File: src/rtl/ram_boot_loader_pkg.sv
// Shared types and constants for the RAM boot loader: FSM state encoding and
// stream framing sizes (2 length bytes, 4 bytes per little-endian word).
package ram_boot_loader_pkg;

    typedef enum logic [2:0] {
        ST_IDLE  = 3'd0,
        ST_LEN0  = 3'd1,
        ST_LEN1  = 3'd2,
        ST_DATA  = 3'd3,
        ST_WRITE = 3'd4,
        ST_CHK   = 3'd5,
        ST_DONE  = 3'd6,
        ST_ERR   = 3'd7
    } state_t;

    localparam int BYTES_PER_WORD = 4;
    localparam int LEN_BYTES      = 2;

endpackage

File: src/rtl/ram_boot_loader_byte_word_packer.sv
// Packs accepted stream bytes little-endian into a 32-bit word. o_word_valid
// pulses with the last byte's acceptance; o_word holds the full word from the next cycle.
module byte_word_packer
    import ram_boot_loader_pkg::*;
(
    input  logic        i_clk,
    input  logic        i_rst_n,
    input  logic        i_clear,
    input  logic        i_accept,
    input  logic [7:0]  i_byte,
    output logic [31:0] o_word,
    output logic        o_word_valid
);

    localparam int IDX_W = $clog2(BYTES_PER_WORD);

    logic [IDX_W-1:0] r_idx;
    logic [31:0]      r_word;

    always_ff @(posedge i_clk or negedge i_rst_n) begin
        if (!i_rst_n) begin
            r_idx  <= '0;
            r_word <= '0;
        end else if (i_clear) begin
            r_idx  <= '0;
        end else if (i_accept) begin
            for (int k = 0; k < BYTES_PER_WORD; k++) begin
                if (r_idx == IDX_W'(k)) r_word[8*k +: 8] <= i_byte;
            end
            // Index wraps naturally back to byte 0 after the last lane.
            r_idx <= r_idx + 1'b1;
        end
    end

    assign o_word       = r_word;
    assign o_word_valid = i_accept && (r_idx == IDX_W'(BYTES_PER_WORD - 1));

endmodule

File: src/rtl/ram_boot_loader.sv
// Boot loader: streams a length-prefixed image into RAM, muxing the RAM port
// between CPU and loader. Optional trailing checksum byte: RAM_BOOT_LOADER_CHECKSUM_EN.
module ram_boot_loader
    import ram_boot_loader_pkg::*;
#(
    parameter int ADDR_W    = 14,
    parameter int MAX_WORDS = 8192,
    parameter int BASE_ADDR = 0
)
(
    input  logic              i_clk,
    input  logic              i_rst_n,
    input  logic              i_start,
    // Byte handshake: a byte moves on a rising edge where i_byte_valid && o_byte_ready;
    // o_byte_ready depends only on state, never on i_byte_valid.
    input  logic              i_byte_valid,
    input  logic [7:0]        i_byte_data,
    output logic              o_byte_ready,
    input  logic [ADDR_W-1:0] i_cpu_address,
    input  logic              i_cpu_mem_write,
    input  logic [31:0]       i_cpu_write_data,
    output logic [ADDR_W-1:0] o_address,
    output logic              o_mem_write,
    output logic [31:0]       o_write_data,
    output logic              o_cpu_stall,
    output logic              o_busy,
    output logic              o_done,
    output logic              o_error,
    output logic [ADDR_W:0]   o_word_count,
    output state_t            o_state
);

    state_t          r_state, w_next;
    logic [15:0]     r_len;
    logic [ADDR_W:0] r_word_count;
    logic            r_done, r_error;

    logic            w_byte_ready, w_xfer, w_busy;
    logic            w_start_load, w_set_done, w_set_err;
    logic            w_word_valid, w_last_word;
    logic [31:0]     w_word;
    logic [15:0]     w_len_full;
    logic [ADDR_W:0] w_count_inc;
    logic [ADDR_W-1:0] w_load_addr;

    assign w_byte_ready = (r_state == ST_LEN0) || (r_state == ST_LEN1) ||
                          (r_state == ST_DATA) || (r_state == ST_CHK);
    assign w_busy       = w_byte_ready || (r_state == ST_WRITE);
    assign w_xfer       = i_byte_valid && w_byte_ready;
    assign w_len_full   = {i_byte_data, r_len[7:0]};
    assign w_count_inc  = r_word_count + 1'b1;
    assign w_last_word  = (32'(w_count_inc) == 32'(r_len));
    assign w_load_addr  = ADDR_W'(BASE_ADDR) + r_word_count[ADDR_W-1:0];

`ifdef RAM_BOOT_LOADER_CHECKSUM_EN
    logic [7:0] r_sum;
    logic [7:0] w_sum_next;
    assign w_sum_next = r_sum + i_byte_data;

    always_ff @(posedge i_clk or negedge i_rst_n) begin
        if (!i_rst_n)                          r_sum <= '0;
        else if (w_start_load)                 r_sum <= '0;
        else if (w_xfer && r_state != ST_CHK)  r_sum <= w_sum_next;
    end
`endif

    byte_word_packer u_packer (
        .i_clk        (i_clk),
        .i_rst_n      (i_rst_n),
        .i_clear      (w_start_load),
        .i_accept     (w_xfer && (r_state == ST_DATA)),
        .i_byte       (i_byte_data),
        .o_word       (w_word),
        .o_word_valid (w_word_valid)
    );

    always_comb begin
        w_next       = r_state;
        w_start_load = 1'b0;
        w_set_done   = 1'b0;
        w_set_err    = 1'b0;
        case (r_state)
            ST_IDLE, ST_DONE, ST_ERR: begin
                if (i_start) begin
                    w_next       = ST_LEN0;
                    w_start_load = 1'b1;
                end
            end
            ST_LEN0: if (w_xfer) w_next = ST_LEN1;
            ST_LEN1: begin
                if (w_xfer) begin
                    if (w_len_full == 16'd0) begin
                        w_next     = ST_DONE;
                        w_set_done = 1'b1;
                    end else if (32'(w_len_full) > $unsigned(MAX_WORDS)) begin
                        w_next    = ST_ERR;
                        w_set_err = 1'b1;
                    end else begin
                        w_next = ST_DATA;
                    end
                end
            end
            ST_DATA: if (w_word_valid) w_next = ST_WRITE;
            ST_WRITE: begin
                if (w_last_word) begin
`ifdef RAM_BOOT_LOADER_CHECKSUM_EN
                    w_next = ST_CHK;
`else
                    w_next     = ST_DONE;
                    w_set_done = 1'b1;
`endif
                end else begin
                    w_next = ST_DATA;
                end
            end
            ST_CHK: begin
`ifdef RAM_BOOT_LOADER_CHECKSUM_EN
                if (w_xfer) begin
                    if (w_sum_next == 8'h00) begin
                        w_next     = ST_DONE;
                        w_set_done = 1'b1;
                    end else begin
                        w_next    = ST_ERR;
                        w_set_err = 1'b1;
                    end
                end
`else
                w_next = ST_IDLE;
`endif
            end
            default: w_next = ST_IDLE;
        endcase
    end

    always_ff @(posedge i_clk or negedge i_rst_n) begin
        if (!i_rst_n) begin
            r_state      <= ST_IDLE;
            r_len        <= '0;
            r_word_count <= '0;
            r_done       <= 1'b0;
            r_error      <= 1'b0;
        end else begin
            r_state <= w_next;
            if (w_start_load) begin
                r_len        <= '0;
                r_word_count <= '0;
                r_done       <= 1'b0;
                r_error      <= 1'b0;
            end else begin
                if (w_set_done) r_done  <= 1'b1;
                if (w_set_err)  r_error <= 1'b1;
                if (w_xfer && r_state == ST_LEN0) r_len[7:0]  <= i_byte_data;
                if (w_xfer && r_state == ST_LEN1) r_len[15:8] <= i_byte_data;
                if (r_state == ST_WRITE) r_word_count <= w_count_inc;
            end
        end
    end

    // While busy the CPU is fully cut off from the RAM, including its writes.
    always_comb begin
        if (w_busy) begin
            o_address    = w_load_addr;
            o_mem_write  = (r_state == ST_WRITE);
            o_write_data = w_word;
        end else begin
            o_address    = i_cpu_address;
            o_mem_write  = i_cpu_mem_write;
            o_write_data = i_cpu_write_data;
        end
    end

    assign o_byte_ready = w_byte_ready;
    assign o_busy       = w_busy;
    assign o_cpu_stall  = w_busy;
    assign o_done       = r_done;
    assign o_error      = r_error;
    assign o_word_count = r_word_count;
    assign o_state      = r_state;

endmodule

File: config.mk
export PLATFORM = sky130hd
export DESIGN_NAME = ram_boot_loader
export DESIGN_NICKNAME = d
export VERILOG_FILES = /design/src/rtl/ram_boot_loader_pkg.sv /design/src/rtl/ram_boot_loader_byte_word_packer.sv /design/src/rtl/ram_boot_loader.sv
export SDC_FILE = /design/constraint.sdc
export NUM_CORES = 1
export LEC_CHECK = 0
export ABC_AREA = 1
export ABC_CLOCK_PERIOD_IN_PS = 3440
export BUFFER_PORTS_ARGS = -buffer_cell sky130_fd_sc_hd__buf_2
export CORE_MARGIN = 3
export CORE_UTILIZATION = 43
export DETAILED_ROUTE_END_ITERATION = 10
export PLACE_DENSITY = 0.65
export SYNTH_ARGS = -nofsm -noshare
export SYNTH_HDL_FRONTEND = slang
export SYNTH_SLANG_ARGS = --single-unit
export TNS_END_PERCENT = 100
File: constraint.sdc
create_clock -name i_clk -period 3.44 [get_ports i_clk]
set_clock_uncertainty 0.1 [all_clocks]
set_input_delay 0.344 -clock i_clk [delete_from_list [all_inputs] [get_ports i_clk]]
set_output_delay 0.344 -clock i_clk [all_outputs]
set_load 0.01 [all_outputs]
==> results of run 1 <==
## final timing paths
check	endpoint	slack, ns
setup / recovery	o_write_data[12]	0.70
hold / removal	r_len[9]$_DFFE_PN0P_	0.18
setup reg to reg	r_len[0]$_DFFE_PN0P_	0.97
max in group asynchronous	u_packer.o_word[23]$_DFFE_PN0P_	1.87
min in group asynchronous	o_word_count[2]$_DFFE_PN0P_	0.33
hold reg to reg	u_packer.o_word[29]$_DFFE_PN0P_	0.39
## logic make-up after synthesis
kind of cell             after synthesis  synth area share
XOR/XNOR                               3           0.00972
AO/OA/AOI/OAI                         91             0.122
adder cells (fa/ha/maj)                5            0.0152
buffers and inverters                 74            0.0732
AND/OR/NAND/NOR                      347             0.355
flip-flops                            70             0.425
## worst max-delay path, stage by stage, from the launching register on
cell and delay, ns:
dfrtp_1 0.53, inv_2 0.08, nor3_4 0.10, buf_4 0.25, nor2_4 0.06, buf_4 0.23
inv_4 0.34, nand2_1 0.13, nand2_1 0.08, buf_2 0.12
## layout make-up
| type | instances | area share |
|---|---|---|
| Timing Repair Buffer | 133 | 0.134 |
| Clock inverter | 3 | 0.0136 |
| Multi-Input combinational cell | 446 | 0.407 |
| Clock buffer | 13 | 0.0273 |
| Inverter | 55 | 0.0411 |
| Sequential cell | 70 | 0.345 |
| Tap cell | 129 | 0.0318 |
## what timing repair did
item	4_1_cts	5_1_grt
resized for setup	0	0
hold buffers	1	0
buffers inserted	0	0
hold endpoints to repair	14	0
## flip-flops by register name, summed over array words and instances, names as in the netlist
name and count:
u_packer.r_idx 2, r_len 16, u_packer.o_word 32, o_done 1, o_error 1, o_word_count 15, o_state 3
## per-stage QoR
| step | hold WS [ns] | power [mW] | setup WS (ns) |
|---|---|---|---|
| floorplan | -0.0516 | 2.75 | 1.50 |
| global placement | 0.178 | 3.42 | 1.14 |
| detailed placement | 0.177 | 3.45 | 1.01 |
| CTS | 0.177 | 4.19 | 0.711 |
| global route | 0.178 | 4.54 | 0.533 |
| finish | 0.181 | 4.16 | 0.700 |
## where the power goes
group,switching (mW),internal [mW]
Clock,0.311,0.412
Sequential,0.244,1.08
Combinational,1.35,0.762
## metal layers
| metal | global-route usage | part of all wire | up-vias |
|---|---|---|---|
| met2 | 0.344 | 0.47 | 156 |
| met5 | 0 | 0 | - |
| met3 | 0.0416 | 0.065 | 11 |
| met4 | 0.0598 | 0.011 | 0 |
| met1 | 0.301 | 0.46 | 1902 |
| li1 | - | - | 2128 |
## cell usage in the layout (no fill, tap or decap), drive strengths merged
master | Yosys | layout
a22oi | 2 | 2
buf | 6 | 132
a211oi | 1 | 1
inv | 55 | 55
dfrtp | 70 | 70
nor4 | 1 | 1
a21boi | 2 | 2
nor3 | 3 | 3
o22ai | 6 | 6
nand3 | 37 | 37
o21a | 1 | 1
nor2 | 37 | 37
o21ai | 73 | 73
xor2 | 2 | 2
ha | 5 | 5
clkbuf | 13 | 13
nand2 | 257 | 257
nand3b | 5 | 5
nand4 | 7 | 7
dlygate4sd3 | 0 | 1
a21oi | 5 | 5
clkinv | 0 | 1
o21bai | 1 | 1
bufinv | 0 | 2
xnor3 | 1 | 1
## cells in the mapped netlist (3+ instances only)
master / count
ha_1: 5
nand3b_1: 5
nand4_1: 7
dfrtp_1: 70
clkbuf_1: 13
inv_2: 4
nor2_1: 30
inv_1: 50
o22ai_1: 6
a21oi_1: 4
o21ai_0: 53
nor2_4: 5
buf_4: 3
nand2_1: 256
o21ai_1: 18
nand3_1: 37
==> impl_metrics.ini, run 1 <==
[min_path]
hold_start = i_byte_data[1]
hp-class = primary input to flip-flop
hold-path-cell-count = 3

[drt]
drtPass1Iterations = 5
routed_wl_um = 11500
wl_per_cell_um = 13.5
routed_via_density = 4.94
drc_errors = 0
postRouteAntennaNets = 0
vias = 4197
drtIter0Drc = 279

[global_routing]
gr-usage-all-layers = 0.216
grt_max_degree = 57
grt_pass1_wl_um = 19300
grt_pass1_vias = 3991
overflow = 0
antenna_found_initial = 0

[clock_tree]
clk_pin_slew_ns = 0.08
cts_tree = yes
numCtsBuffers = 9
h-tree-depth = 3
clkLatencyLatePin_ns = 0.35
cts_root_buffer = clkbuf_8
clockBufferDepth = 2
cts.sinks = 70

[cells_and_area]
ff_latch_area_mm2 = 0.00175
multiInputGateArea_mm2 = 0.00207
design_area_mm2 = 0.00508
antennaDiodeCount = 0
syn_to_final_growth_pct = 23.2
drive_above_1_share = 0.226
instances_no_fill = 849
final_util = 0.547
num-fill-cells = 952
fin_nets = 779

[sta]
fmax_mhz = 365
hold_viol = 0
setup_viol = 0
worstMarginPinSlew_ns = 0.706
rsz0062_at_grt = no
finalMaxSlewViolations = 0
tns_ns = 0
finalCriticalPeriod_ns = 2.74
slew_headroom = 0.530
min_period_over_period = 0.797

[floorplanning]
die_h_um = 104
core_mm2 = 0.00928
initial_core_util = 0.444
die_area_mm2 = 0.0108
die_x_um = 104
rows = 35
io_pins = 129

[logic_synthesis]
synth.area.top_cells = dfrtp_1 43%, nand2_1 23%, o21ai_0 6.4%
ys_async_sr_fraction = 1.00
synth_ff_type = dfrtp_1
synth_edf_count = 0
ys_seq_area_frac = 0.425
yosys.area.top_type = dfrtp_1
syn_nets = 654
synth_seq_cells = 70
postSynthCellCount = 590
ys_types = 34
synth_area_mm2 = 0.00412
synth_warnings = 0
synth_top_area_frac = 0.425
synth_area_per_cell_um2 = 6.99

[worst_setup_path]
critPathKind = flip-flop to output port
path_max_fanout = 37
rr_startpoint = o_state[2]$_DFFE_PN0P_
cp-end-kind = output port
cp-start-kind = flip-flop
crit_start = o_state[2]$_DFFE_PN0P_
cp.required_ns = 3.00
worst_ep_arrival_time_ns = 2.30
reg2reg_depth = 10

[power_and_ir_drop]
irDropWorstVdd_mv = 0.415
p_leak_nw = 2.75
p_per_area_mw_per_mm2 = 820

[outcome]
status = completed

[place]
dp_hpwl_um = 8670
portBuffers = 128
routabilityCongestion = 0.835
placed_area_mm2 = 0.00486
numPlacedInstances = 832

[job]
maxCapViolations = 0
No activity file was read; power rests on OpenSTA's default activity.
==> run 2: changes to the inputs <==
--- a/config.mk
+++ b/config.mk
@@ -6,7 +6,7 @@
 export NUM_CORES = 1
 export LEC_CHECK = 0
 export ABC_AREA = 1
-export ABC_CLOCK_PERIOD_IN_PS = 3440
+export ABC_CLOCK_PERIOD_IN_PS = 2750
 export BUFFER_PORTS_ARGS = -buffer_cell sky130_fd_sc_hd__buf_2
 export CORE_MARGIN = 3
 export CORE_UTILIZATION = 43
==> constraint.sdc (replaced) <==
create_clock -name i_clk -period 2.75 [get_ports i_clk]
set_clock_uncertainty 0.1 [all_clocks]
set_input_delay 0.275 -clock i_clk [delete_from_list [all_inputs] [get_ports i_clk]]
set_output_delay 0.275 -clock i_clk [all_outputs]
set_load 0.01 [all_outputs]
==> run 2 against run 1 <==
Compared with the run above:
- first-iteration DRC count is 9.3% lower
- largest power group unchanged
- critical path depth down 1
- count of clock-buffer cells in the layout is 1 lower
- register-to-register slack worse by 0.46 ns
- highest routed layer unchanged
==> impl_metrics.ini, run 2 (synthesis gave the netlist of run 1 again) <==
[worst_setup_path]
slowest_stage = dfrtp_1
path_cells = inv_2, nand2_1, o21ai_2, nor2_4, buf_4, nand2_1, nand2_1, buf_2
max_stage_delay_ns = 0.45
cpMostUsedCell = nand2_1
worst_ep_arrival_time_ns = 1.88
cp-start-kind = flip-flop
critPathKind = flip-flop to output port
cp-end-kind = output port
cp.required_ns = 2.38
path_max_fanout = 32

[floorplanning]
die_x_um = 104
initial_core_util = 0.444
io_pins = 129
die_h_um = 104
rows = 35
die_area_mm2 = 0.0108
core_mm2 = 0.00928

[min_path]
hp-class = primary input to flip-flop

[sta]
rsz0062_at_grt = no
setup_viol = 0
worstMarginPinSlew_ns = 0.776
tns_ns = 0
slew_headroom = 0.483
finalMaxSlewViolations = 0
min_period_over_period = 0.820
hold_viol = 0
setup_slack_ns = 0.494
finalCriticalPeriod_ns = 2.26
fmax_mhz = 443

[clock_tree]
clockBufferDepth = 2
clkLatencyLatePin_ns = 0.34
postCtsSetupRepairBufs = 0
cts.sinks = 70
cts_tree = yes
clk_pin_slew_ns = 0.07
h-tree-depth = 3
cts_root_buffer = clkbuf_8
numCtsBuffers = 9

[cells_and_area]
drive_above_1_share = 0.231
syn_to_final_growth_pct = 24.1
final_cell_mix = 256 x nand2_1, 128 x buf_2, 70 x dfrtp_1
largest_reg_flops = 32
layout_commonest_cell = nand2_1
fin_nets = 779
antennaDiodeCount = 0
num-fill-cells = 947

[global_routing]
grt_max_degree = 41
grt_pass1_wl_um = 18900
grt_util_met1 = 0.293
gr-usage-all-layers = 0.214
antenna_found_initial = 0
grt_use_met3 = 0.0348
overflow = 0
grtUsageMet2 = 0.341
busiest_layer = met2
grt_pass1_vias = 3865

[power_and_ir_drop]
power.switching_mw = 2.39
p_comb_frac = 0.501
clock_power_share = 0.183
irDropWorstVdd_mv = 0.517
internal_power_mw = 2.88
p_leak_nw = 2.77
swShare = 0.454
p_per_area_mw_per_mm2 = 1030
p_seq_frac = 0.316

[drt]
wl_per_cell_um = 13.6
routed_via_density = 4.94
vias = 4191
drc_errors = 0
drtPass1Iterations = 4
routed_wl_um = 11600
postRouteAntennaNets = 0
drtIter0Drc = 253

[place]
portBuffers = 128
pre_cts_slack_ns = 0.511
dp_hpwl_um = 8810
routabilityCongestion = 0.878

[job]
maxCapViolations = 0

[outcome]
status = completed
[run 2: changes by cell type in the layout (fill, tap and decap cells not counted)]
cell / previous run / this run
buf_4: 4 / 3
inv_6: 0 / 1
buf_12: 0 / 1
clkbuf_1: 4 / 1
clkbuf_8: 9 / 11
[run 2: timing repair]
| action | in CTS | in global routing |
|---|---|---|
| resized for setup | 0 | 0 |
| hold buffers | 1 | 0 |
| hold endpoints to repair | 30 | 0 |
[run 2: stage by stage]
stage               power (mW)   util  hold slack [ns]  instances  cell area (µm²)
floorplan                 3.44      -           -0.121        590             4120
global placement          4.27  0.525            0.295        832             4870
detailed placement        4.33  0.525            0.303        832             4870
CTS                       5.31  0.551            0.103        849             5120
global route              5.73  0.551            0.119        849             5120
finish                    5.27  0.551            0.115        849             5120
[run 2: cell type report]
type | count | area (µm²) | share of cell area
Clock buffer | 12 | 155 | 0.0303
Tap cell | 129 | 161 | 0.0315
Clock inverter | 4 | 77.6 | 0.0152
Sequential cell | 70 | 1750 | 0.342
Multi-Input combinational cell | 446 | 2070 | 0.404
Inverter | 55 | 209 | 0.0408
Timing Repair Buffer | 133 | 693 | 0.135
[run 2: path summary, 6_finish.rpt]
check	to	slack, ns	start	depth (start not counted)
setup / recovery	o_write_data[23]	0.49	o_state[1]$_DFFE_PN0P_	8
hold / removal	r_len[12]$_DFFE_PN0P_	0.11	i_byte_data[4]	3
setup reg to reg	o_state[0]$_DFFE_PN0P_	0.51	o_state[0]$_DFFE_PN0P_	7
hold reg to reg	u_packer.o_word[29]$_DFFE_PN0P_	0.39	u_packer.o_word[29]$_DFFE_PN0P_	2
max in group asynchronous	r_len[7]$_DFFE_PN0P_	1.43	i_rst_n	3
min in group asynchronous	o_word_count[13]$_DFFE_PN0P_	0.45	i_rst_n	2
[run 2: layer usage]
metal / routed length (µm) / vias up
met1: 5290 / 1902
met4: 177 / 0
li1: - / 2133
met2: 5370 / 144
met3: 733 / 12
met5: 0 / -
[run 2: power by group through the flow]
| stage | logic [mW] | clock network [mW] | registers (mW) |
|---|---|---|---|
| finish | 2.64 | 0.962 | 1.67 |
| global placement | 2.62 | 0 | 1.66 |
| detailed placement | 2.66 | 0 | 1.67 |
| global route | 3.00 | 1.02 | 1.71 |
| CTS | 2.67 | 0.979 | 1.66 |
| floorplan | 1.84 | 0 | 1.60 |
[run 2: critical path: cells and delay by family, from the launching register on]
kind | cells | cell delay (ns)
and+or+nand+nor | 4 | 0.44
AOI/OAI and AO/OA | 1 | 0.10
buffers and inverters | 3 | 0.54
DFF | 1 | 0.45
==> run 3: changes to the inputs <==
--- a/config.mk
+++ b/config.mk
@@ -6,12 +6,12 @@
 export NUM_CORES = 1
 export LEC_CHECK = 0
 export ABC_AREA = 1
-export ABC_CLOCK_PERIOD_IN_PS = 2750
+export ABC_CLOCK_PERIOD_IN_PS = 1800
 export BUFFER_PORTS_ARGS = -buffer_cell sky130_fd_sc_hd__buf_2
 export CORE_MARGIN = 3
 export CORE_UTILIZATION = 43
 export DETAILED_ROUTE_END_ITERATION = 10
-export PLACE_DENSITY = 0.65
+export PLACE_DENSITY = 0.68
 export SYNTH_ARGS = -nofsm -noshare
 export SYNTH_HDL_FRONTEND = slang
 export SYNTH_SLANG_ARGS = --single-unit
==> constraint.sdc (replaced) <==
create_clock -name i_clk -period 1.8 [get_ports i_clk]
set_clock_uncertainty 0.1 [all_clocks]
set_input_delay 0.18 -clock i_clk [delete_from_list [all_inputs] [get_ports i_clk]]
set_output_delay 0.18 -clock i_clk [all_outputs]
set_load 0.01 [all_outputs]
==> run 3 against run 2 <==
Compared with the run above:
- the flow now finishes with violations (negative setup slack)
- hold slack worse by 0.092 ns
- count of clock-buffer cells in the layout down 2
- first-iteration DRC count up 13%
- flip-flop and latch count unchanged
- register-to-register slack worse by 0.64 ns
- wire length up 11%
- die area unchanged
- non-clock buffer count up 60
- via count up 8.7%
==> impl_metrics.ini, run 3 (synthesis gave the netlist of run 1 again) <==
[outcome]
status = complete, but fails checks
violations = negative setup slack

[sta]
slew_headroom = 0.703
hold_viol = 0
tns_ns = -8.73
setup_slack_ns = -0.185
finalCriticalPeriod_ns = 1.99
fmax_mhz = 504
worstMarginPinSlew_ns = 0.442
min_period_over_period = 1.10
finalMaxSlewViolations = 0
setup_viol = 79
rsz0062_at_grt = yes

[min_path]
hp-class = primary input to flip-flop
hold_start = i_byte_data[1]
hold-path-cell-count = 3
holdPathEnd = r_len[9]$_DFFE_PN0P_

[drt]
drtIter0Drc = 285
drtPass1Iterations = 4
drc_errors = 0
wl_per_cell_um = 14.2
vias = 4554
postRouteAntennaNets = 0
routed_via_density = 5.00
routed_wl_um = 12900

[power_and_ir_drop]
p_per_area_mw_per_mm2 = 1600
p_leak_nw = 3.19
power_mw = 9.56
irDropWorstVdd_mv = 0.800

[floorplanning]
io_pins = 129
initial_core_util = 0.444
rows = 35
die_h_um = 104
die_x_um = 104
core_mm2 = 0.00928
die_area_mm2 = 0.0108

[worst_setup_path]
cp-end-kind = output port
path_buf_inv = 4
path_max_fanout = 18
r2r_slack_ns = -0.13
crit_family = buffers and inverters
critPathKind = flip-flop to output port
cp-start-kind = flip-flop
rr_startpoint = o_word_count[0]$_DFFE_PN0P_
r2r_end = o_state[2]$_DFFE_PN0P_
slowest_stage = dfrtp_2
cp.required_ns = 1.52
path_cells = inv_4, nand2_4, o21ai_4, nor2_4, inv_4, buf_12, nand2_1, nand2_1, buf_2
max_stage_delay_ns = 0.44
reg2reg_depth = 13
worst_ep_arrival_time_ns = 1.71

[global_routing]
grt_max_degree = 71
gr-usage-all-layers = 0.233
grt_pass1_wl_um = 20800
overflow = 0
antenna_found_initial = 0
grt_pass1_vias = 4320

[clock_tree]
clockBufferDepth = 2
cts_tree = yes
cts_root_buffer = clkbuf_8
cts.sinks = 70
clk_pin_slew_ns = 0.08
h-tree-depth = 3
clkLatencyLatePin_ns = 0.35
numCtsBuffers = 9

[place]
dp_hpwl_um = 9030
portBuffers = 128
routabilityCongestion = 0.890

[cells_and_area]
multiInputGateArea_mm2 = 0.00232
ff_latch_area_mm2 = 0.00176
num-fill-cells = 827
final_cell_mix = 225 x nand2_1, 126 x buf_2, 60 x dfrtp_1
drive_above_1_share = 0.380
final_util = 0.642
syn_to_final_growth_pct = 44.7
layout_commonest_cell = nand2_1
antennaDiodeCount = 0
fin_nets = 840
largest_reg_flops = 32

[job]
maxCapViolations = 0
run 3: repair_timing:
item	4_1_cts	5_1_grt
hold buffers	1	0
gates cloned	1	1
resized for setup	39	69
pin swaps	8	15
endpoints found under the setup margin	57	110
setup buffers	8	15
hold endpoints to repair	70	0
run 3: power breakdown:
group,internal [mW],switching [mW],leakage (nW)
combinational,2.37,3.11,2.16
sequential,2.08,0.519,0.914
clock,0.829,0.646,0.117
total,5.28,4.27,3.19
run 3: worst max path at each step:
stage | startpoint | to | slack [ns] | cells after the start
after global placement | o_word_count[0]$_DFFE_PN0P_ | o_state[2]$_DFFE_PN0P_ | -0.08 | 13
after CTS | o_state[1]$_DFFE_PN0P_ | o_address[4] | -0.20 | 8
after floorplan | o_word_count[0]$_DFFE_PN0P_ | o_state[2]$_DFFE_PN0P_ | 0.008 | 13
after global routing | o_word_count[0]$_DFFE_PN0P_ | o_state[2]$_DFFE_PN0P_ | -0.31 | 13
after detailed placement | o_word_count[0]$_DFFE_PN0P_ | o_done$_DFFE_PN0P_ | -0.16 | 11
final | o_state[1]$_DFFE_PN0P_ | o_write_data[7] | -0.19 | 9
run 3: worst reg2reg max path: cells and delay by family (launching register included):
kind	cells	cell delay (ns)
DFF	1	0.43
and+or+nand+nor	12	1.19
buffers and inverters	1	0.15
run 3: metrics by stage:
| step | hold WS [ns] | setup WS, ns | cells | area [µm²] |
|---|---|---|---|---|
| after floorplan | -0.216 | 0.00786 | 590 | 4130 |
| after global placement | 0.134 | -0.0750 | 872 | 5220 |
| after detailed placement | 0.138 | -0.162 | 872 | 5220 |
| after CTS | 0.00904 | -0.195 | 897 | 5670 |
| after global routing | 0.0407 | -0.315 | 910 | 5960 |
| final | 0.0230 | -0.185 | 910 | 5960 |
run 3: layout make-up:
class,count,area share
Multi-Input combinational cell,446,0.388
Timing Repair Buffer,193,0.212
Inverter,55,0.0374
Clock buffer,10,0.0231
Timing Repair inverter,1,0.00105
Clock inverter,6,0.0153
Tap cell,129,0.0271
Sequential cell,70,0.296
run 3: per-layer routing:
metal,GRT usage,vias to the layer above,share of wire
met5,0,-,0
met4,0.0646,0,0.020
met3,0.0385,24,0.056
met2,0.397,171,0.49
met1,0.307,2100,0.44
li1,-,2259,-
